--- config.mk ---
export PLATFORM = sky130hd
export DESIGN_NAME = fetch_pc
export DESIGN_NICKNAME = d
export VERILOG_FILES = /design/src/rtl/fetch_pc_pkg.sv /design/src/rtl/fetch_npc.sv /design/src/rtl/fetch_pc.sv
export SDC_FILE = /design/constraint.sdc
export NUM_CORES = 1
export LEC_CHECK = 0
export BUFFER_PORTS_ARGS = -buffer_cell sky130_fd_sc_hd__buf_2
export CAP_MARGIN = 15
export CELL_PAD_IN_SITES_DETAIL_PLACEMENT = 2
export CELL_PAD_IN_SITES_GLOBAL_PLACEMENT = 2
export CORE_MARGIN = 3
export CORE_UTILIZATION = 25
export CTS_CLUSTER_SIZE = 20
export DETAILED_ROUTE_END_ITERATION = 7
export MAX_ROUTING_LAYER = met4
export PLACE_DENSITY = 0.94
export RECOVER_POWER = 100
export SLEW_MARGIN = 20
export SYNTH_ARGS = -nofsm -noshare
export SYNTH_HDL_FRONTEND = slang
export SYNTH_SLANG_ARGS = --single-unit
--- constraint.sdc ---
create_clock -name Clk -period 6.1 [get_ports Clk]
set_clock_uncertainty 0.15 [all_clocks]
set_input_delay 0.915 -clock Clk [delete_from_list [all_inputs] [get_ports Clk]]
set_output_delay 0.915 -clock Clk [all_outputs]
set_load 0.03 [all_outputs]
--- src/rtl/fetch_pc_pkg.sv ---
// rtl/fetch_pc_pkg.sv - shared memory-map constants and helpers for the fetch stage
//
// Holds the text-segment bounds and exception vector used as parameter
// defaults by fetch_pc, the next-PC source encoding used by fetch_npc, and the
// fetch-address legality test used when FETCH_ADDR_CHECK_EN is defined.
package fetch_pc_pkg;

  localparam logic [31:0] TEXT_START_DEF   = 32'h0000_3000;
  localparam logic [31:0] TEXT_END_DEF     = 32'h0000_4FFC;
  localparam logic [31:0] HANDLER_ADDR_DEF = 32'h0000_4180;

  // Source of the next fetch address, listed in priority order.
  typedef enum logic [2:0] {
    NPC_EXC      = 3'd0,
    NPC_ERET     = 3'd1,
    NPC_STALL    = 3'd2,
    NPC_REDIRECT = 3'd3,
    NPC_SEQ      = 3'd4
  } npc_sel_e;

  // True when a fetch address is misaligned or lies outside [lo, hi].
  function automatic logic addr_bad(input logic [31:0] addr,
                                    input logic [31:0] lo,
                                    input logic [31:0] hi);
    return (addr[1:0] != 2'b00) || (addr < lo) || (addr > hi);
  endfunction

endpackage

--- src/rtl/fetch_npc.sv ---
// rtl/fetch_npc.sv - combinational next-PC priority mux
//
// Ports:
//   stall, redirect, exc_take, eret  - control qualifiers for this cycle
//   redirect_pc                      - branch/jump target
//   epc                              - ERET return address
//   pc_f                             - current F-stage PC
//   next_pc                          - selected next fetch address
module fetch_npc
  import fetch_pc_pkg::*;
#(
  parameter logic [31:0] HANDLER_ADDR = HANDLER_ADDR_DEF
) (
  input  logic        stall,
  input  logic        redirect,
  input  logic [31:0] redirect_pc,
  input  logic        exc_take,
  input  logic        eret,
  input  logic [31:0] epc,
  input  logic [31:0] pc_f,
  output logic [31:0] next_pc
);

  npc_sel_e sel;

  // Exceptions and ERET beat a stall; a redirect seen during a stall is
  // dropped because the D stage presents it again once the stall releases.
  always_comb begin
    sel = NPC_SEQ;
    if (exc_take)      sel = NPC_EXC;
    else if (eret)     sel = NPC_ERET;
    else if (stall)    sel = NPC_STALL;
    else if (redirect) sel = NPC_REDIRECT;
  end

  always_comb begin
    next_pc = pc_f + 32'd4;
    case (sel)
      NPC_EXC:      next_pc = HANDLER_ADDR;
      NPC_ERET:     next_pc = epc;
      NPC_STALL:    next_pc = pc_f;
      NPC_REDIRECT: next_pc = redirect_pc;
      default:      next_pc = pc_f + 32'd4;
    endcase
  end

endmodule

--- src/rtl/fetch_pc.sv ---
// rtl/fetch_pc.sv - F-stage program counter and fetch control
//
// Optional feature macro: FETCH_ADDR_CHECK_EN (registered address-error flag).
//
// Ports:
//   Clk, Reset_n           - clock, asynchronous active-low reset
//   Stall                  - hold PC and re-fetch the current word
//   Redirect, RedirectPC   - taken branch/jump and its target
//   ExcTake                - exception accepted, fetch from HANDLER_ADDR
//   Eret, EPC              - ERET committed, fetch from EPC
//   IM_Addr                - next fetch address to the synchronous BRAM
//   PC_F, PC4_F            - address of the word on the BRAM output, and +4
//   Valid_F                - BRAM output holds a real fetched word
//   ExcAdEL_F              - PC_F misaligned or outside the text segment
module fetch_pc
  import fetch_pc_pkg::*;
#(
  parameter logic [31:0] TEXT_START   = TEXT_START_DEF,
  parameter logic [31:0] TEXT_END     = TEXT_END_DEF,
  parameter logic [31:0] HANDLER_ADDR = HANDLER_ADDR_DEF
) (
  input  logic        Clk,
  input  logic        Reset_n,
  input  logic        Stall,
  input  logic        Redirect,
  input  logic [31:0] RedirectPC,
  input  logic        ExcTake,
  input  logic        Eret,
  input  logic [31:0] EPC,
  output logic [31:0] IM_Addr,
  output logic [31:0] PC_F,
  output logic [31:0] PC4_F,
  output logic        Valid_F,
  output logic        ExcAdEL_F
);

  if (TEXT_END < TEXT_START) begin : g_bad_text_range
    $error("fetch_pc: TEXT_END below TEXT_START");
  end

  logic [31:0] next_pc;
  logic [31:0] pc_q;
  logic        valid_q;

  fetch_npc #(
    .HANDLER_ADDR(HANDLER_ADDR)
  ) u_npc (
    .stall      (Stall),
    .redirect   (Redirect),
    .redirect_pc(RedirectPC),
    .exc_take   (ExcTake),
    .eret       (Eret),
    .epc        (EPC),
    .pc_f       (pc_q),
    .next_pc    (next_pc)
  );

  // The BRAM registers IM_Addr on the same edge that loads PC_F, so its
  // output word always belongs to PC_F. During reset the memory is pointed
  // at the reset PC rather than whatever the mux happens to produce.
  assign IM_Addr = Reset_n ? next_pc : TEXT_START;

  always_ff @(posedge Clk or negedge Reset_n) begin
    if (!Reset_n) begin
      pc_q    <= TEXT_START;
      valid_q <= 1'b0;
    end else begin
      pc_q    <= next_pc;
      valid_q <= 1'b1;
    end
  end

  assign PC_F    = pc_q;
  assign PC4_F   = pc_q + 32'd4;
  assign Valid_F = valid_q;

`ifdef FETCH_ADDR_CHECK_EN
  // Checked on next_pc so the flag is registered alongside PC_F. A flagged
  // address is still fetched; later stages squash the word.
  logic adel_q;

  always_ff @(posedge Clk or negedge Reset_n) begin
    if (!Reset_n) adel_q <= 1'b0;
    else          adel_q <= addr_bad(next_pc, TEXT_START, TEXT_END);
  end

  assign ExcAdEL_F = adel_q;
`else
  assign ExcAdEL_F = 1'b0;
`endif

endmodule

Word-level counts from Yosys, hierarchy flattened
Cells that the tools add are included.

storage, ports and cells
  register bits after elaboration = 33
  bits in latches = 0
  bits in writable memories = 0
  memory bits (read-only) = 0
  input bits = 70
  output and inout port bits = 98
  logic and storage cells = 13
  memories = 0

cells by class
  add/sub/neg operators = 1
  $mul = 0
  div/mod/pow operators = 0
  magnitude comparators = 0
  equal/unequal tests = 3
  shifts and indexed selects = 0
  mux-type cells = 6
  bitwise operators = 0
  reduce and logical (&&, ||, !) cells = 1

operator list
  operator                 number
  $pmux W32 S4             1
  $add A32 B3 Y32 const B  1
  $mux W32                 1
  $mux W3                  4
  $eq A3 B2 Y1 const B     2
  $eq A3 B1 Y1 const B     1
  $logic_not A3 Y1         1

Longest topological paths before layout
  depth in word-level cells = 7
  gate-level depth with buffers = 8
  mapped depth without buffers = 6

Modules after synthesis
A second synthesis with hierarchy kept.

second synthesis, totals
  cells, all modules = 376
  area, all modules = 3,108.0 um2

by module, submodules not included
  module     instances  cells an instance  area an instance (um2)
  fetch_pc   1          153                1,664.1
  fetch_npc  1          223                1,443.9

Worst setup path before layout
No wires, ideal clock.

  path kind = input-to-output
  from = input Eret
  to = output IM_Addr[25]
  data arrival time = 3.241 ns
  data required time = 5.035 ns
  path slack = 1.794 ns
  stages on the path = 6
  buffers on the path = 4
  path through = clkbuf_1 clkbuf_1 clkbuf_1 buf_1 a21oi_1 o311ai_0

between the ends
  longest elaborated chain between the ends = 5

ends and longest elaborated chain
  element                               RTL line         RTL
  start: declaration                    fetch_pc.sv:28   input logic Eret,
  $mux W3 (*)                           fetch_npc.sv:31  else if (eret) sel = NPC_ERET;
  $mux W3 (*)                           fetch_npc.sv:30  if (exc_take) sel = NPC_EXC;
  $eq A3 B2 Y1 (tied with other cells)  fetch_npc.sv:38  case (sel)
  $pmux W32 S4 (*)                      fetch_npc.sv:38
  $mux W32 (*)                          fetch_pc.sv:61   assign IM_Addr = Reset_n ? next_pc : TEXT_START;
  end: declaration                      fetch_pc.sv:30   output logic [31:0] IM_Addr,

Mark *: on every way between the ends. The rest lies on a longest branch, timed or not.

Worst setup path after layout
  from = input Eret
  to = output IM_Addr[27]

between the ends
  longest elaborated chain between the ends = 5

ends and longest elaborated chain
  element                               RTL line         RTL
  $mux W3 (*)                           fetch_npc.sv:31
  $mux W3 (*)                           fetch_npc.sv:30
  $eq A3 B2 Y1 (tied with other cells)  fetch_npc.sv:38
  $pmux W32 S4 (*)                      fetch_npc.sv:38
  via next_pc[27]                       fetch_pc.sv:41   logic [31:0] next_pc;
  $mux W32 (*)                          fetch_pc.sv:61

The timed path passes the listed nets; every way through them passes the cells marked *.

==> summary.txt <==
Run status
  – Status: finished, final reports clean

CTS
  – Clock tree sinks: 33
  – Htree depth: 2
  – CTS tree: built
  – Hold Buf Count CTS: 0
  – CTS buffer count: 5
  – Clock root cell: clkbuf_16
  – Clk_lat worst skew: 0.28 ns
  – Worst-path clk slew: 0.06 ns
  – CTS resizes: 0
  – Post-CTS setup buffer count: 0
  – CTS Buffer Depth: 2

Worst setup path
  – Crit-path slowest cell: clkbuf_1
  – Crit path DAT: 3.92 ns
  – WP buf/inv: 3
  – Critical-path cell list: clkbuf_1 > nor3b_1 > clkbuf_1 > or4b_1 > a221o_1 > and2_1 > buf_2
  – Critical-path maximum fanout: 34
  – Crit. End Element: primary output
  – Crit path required time: 5.03 ns
  – Setup CP Type: in -> out
  – CP max stage delay: between 1 and 1.5 ns
  – Crit path top cell by count: clkbuf_1
  – Crit start category: primary input
  – Crit path max-delay family: buffers and inverters

Floorplan
  – Std cell rows: 38
  – Starting Density: 0.2624
  – Die ar.: 13,010 sq um
  – DIE WIDTH: 114.1 um
  – Die height: roughly 110 um
  – I/O pins: 168
  – Core area: 11,130 sq um

Routing
  – Initial DRC count: ~270
  – DRT Wirelength: 14.53 mm
  – First-pass DRT Iterations: 4
  – Via/cell ratio: about 5.6
  – Final ANT Viol Nets: 0
  – Residual DRC: 0
  – DR vias: approximately 3,600
  – Routed WL per cell: 22.22 um

Synthesis
  – Mean Syn Cell Area: 7.889 sq um
  – Post-synth ARST share: 1.000
  – Area leader, netlist: dfrtp_1
  – Synth warnings: 0
  – Flops & latches, synth: 33
  – Syn Inst Count: 370
  – Synthesized cell area: 2919 sq um
  – Leading register cell type out of synthesis: dfrtp_1
  – Seq/Total Area, Yosys: 0.2838
  – EDFF count, synth: 0
  – Syn nets: between 400 and 500
  – Top-area cell type share of the netlist area: 0.2658
  – Top cells by count, synth: 31 x dfrtp_1, 31 x nand2_1, 23 x clkbuf_1
  – Ranking of synthesized cells by area: dfrtp_1 27%, xnor2_1 5.1%, and2_1 4.3%
  – Count of cell types in the netlist: 60

Global routing
  – First-pass GRT wire length: 22.47 mm
  – Initial antenna violation count: 0
  – GRT Util Overall: 0.2243
  – Overflow after GRT: 0
  – Largest net degree at the start of global routing: 35
  – Vias in the first global route: 4,003

Layout
  – Cell area after layout: 3830 sq um
  – Share of layout cells above drive strength 1: 0.1790
  – Layout Cells excl Fill: ~650
  – Area grow syn2layout: 31.20%
  – Final net count: just under 600
  – ANT cells: 0

STA
  – Tcrit/Tclk final: 0.8166
  – Fmax achieved: ~0.20 GHz
  – Finish-stage setup viols: 0
  – Final TNS setup: 0 ns
  – Min Tclk post-route: 4.981 ns
  – Fin. Hold Viols: 0
  – Worst-Margin Slew: 1.481 ns
  – RSZ-0062 raised after global routing: no
  – Max-slew violation count: 0
  – Relative slew slack: 0.01295

Flow run
  – Max_cap viols: 0

Placement
  – Buffers on Ports: 166
  – DP Cell Count: approximately 650
  – Dpl hpwl: between 10 and 15 mm
  – Final Wtd Congestion: 0.8089
  – Post-DP Area: 3829 sq um

Pwr
  – P_leak: 0.001557 uW
  – Power Density: 209.3 nW/um^2
  – Peak supply drop: 0.08158 mV

Hold path
  – Hold WC Path Type: reg -> reg
==> registers in the layout, summed over array words and instances (netlist names) <==
name,count
PC_F,32
Valid_F,1
==> kinds of logic (layout without fill, tap and decap cells) <==
kind of cell               count (synthesis)  count (layout)  synth area share
and+or+nand+nor                          162             162            0.3155
AOI/OAI and AO/OA                        100             100            0.2435
other                                      2               2          0.002573
DFF                                       33              33            0.2838
buffers and inverters                     43             187           0.06215
xor gates and xnor gates                  26              26           0.07801
adders and majority gates                  1               1          0.004286
muxes                                      3               3           0.01029
==> worst paths after layout <==
kind | from | to | slack (ns) | depth (start not counted)
max | Eret | IM_Addr[27] | 1.12 | 7
min | PC_F[3] | PC_F[3] | 0.50 | 2
max reg2reg | PC_F[12] | PC_F[21] | 3.03 | 4
min reg2reg | PC_F[3] | PC_F[3] | 0.50 | 2
max in group asynchronous | Reset_n | PC_F[21] | 3.96 | 2
min in group asynchronous | Reset_n | PC_F[6] | 0.83 | 1
==> placed cells by master, fill, tap and decap left out, types with 9 or more instances in the layout <==
cell      instances
clkbuf_1         95
a21oi_1          21
nor4_1           10
xnor2_1          17
nor3_1           10
xor2_1            9
o21ai_0          15
nand4_1           9
dfrtp_1          31
a22oi_1          15
and2_1           17
nand3_1          17
buf_2            75
nand2_1          31
nor2_1           21
==> cell type report <==
| cell class | count | area [sq um] |
|---|---|---|
| multi-input cells | 294 | 1899 |
| repair buffers | 172 | 754.5 |
| flip-flops and latches | 33 | 828.3 |
| well taps | 140 | 175.2 |
| fillers | 1381 | 7296 |
| clock buffers | 8 | 146.4 |
| inverters | 7 | 26.28 |
==> where the power goes <==
group | leakage (uW) | switching, uW | internal, uW
Clock | 0.0000712 | 101 | 163
Combinational | 0.00107 | 187 | 75.0
Sequential | 0.000420 | 39.1 | 236
Total | 0.00156 | 327 | 474
==> worst min-delay path: stages, from the launching register on <==
cell	delay, ns
dfrtp_1	0.44
nand2_1	0.09
a21oi_1	0.08
==> layer usage <==
metal / global-route usage / routed length (um) / share of wire / up-vias
li1: - / - / - / 1668
met1: 0.2836 / 6263 / 0.43 / 1800
met2: 0.3845 / 7218 / 0.50 / 136
met3: 0.03224 / 770 / 0.053 / 27
met4: 0.04276 / 280 / 0.019 / 0
met5: - / 0 / 0 / -
==> stage by stage <==
stage / setup WS [ns] / hold WS [ns] / util / power [uW]
floorplan: 1.794 / 0.4694 / - / 446.2
global placement: 2.135 / 0.4649 / 0.3441 / 545.3
detailed placement: 1.998 / 0.4886 / 0.3441 / 554.9
CTS: 1.974 / 0.4959 / 0.3573 / 818.9
global route: 0.8998 / 0.5327 / 0.3442 / 840.4
finish: 1.119 / 0.5046 / 0.3442 / 801.4
Power figures use the tool's default switching activity.
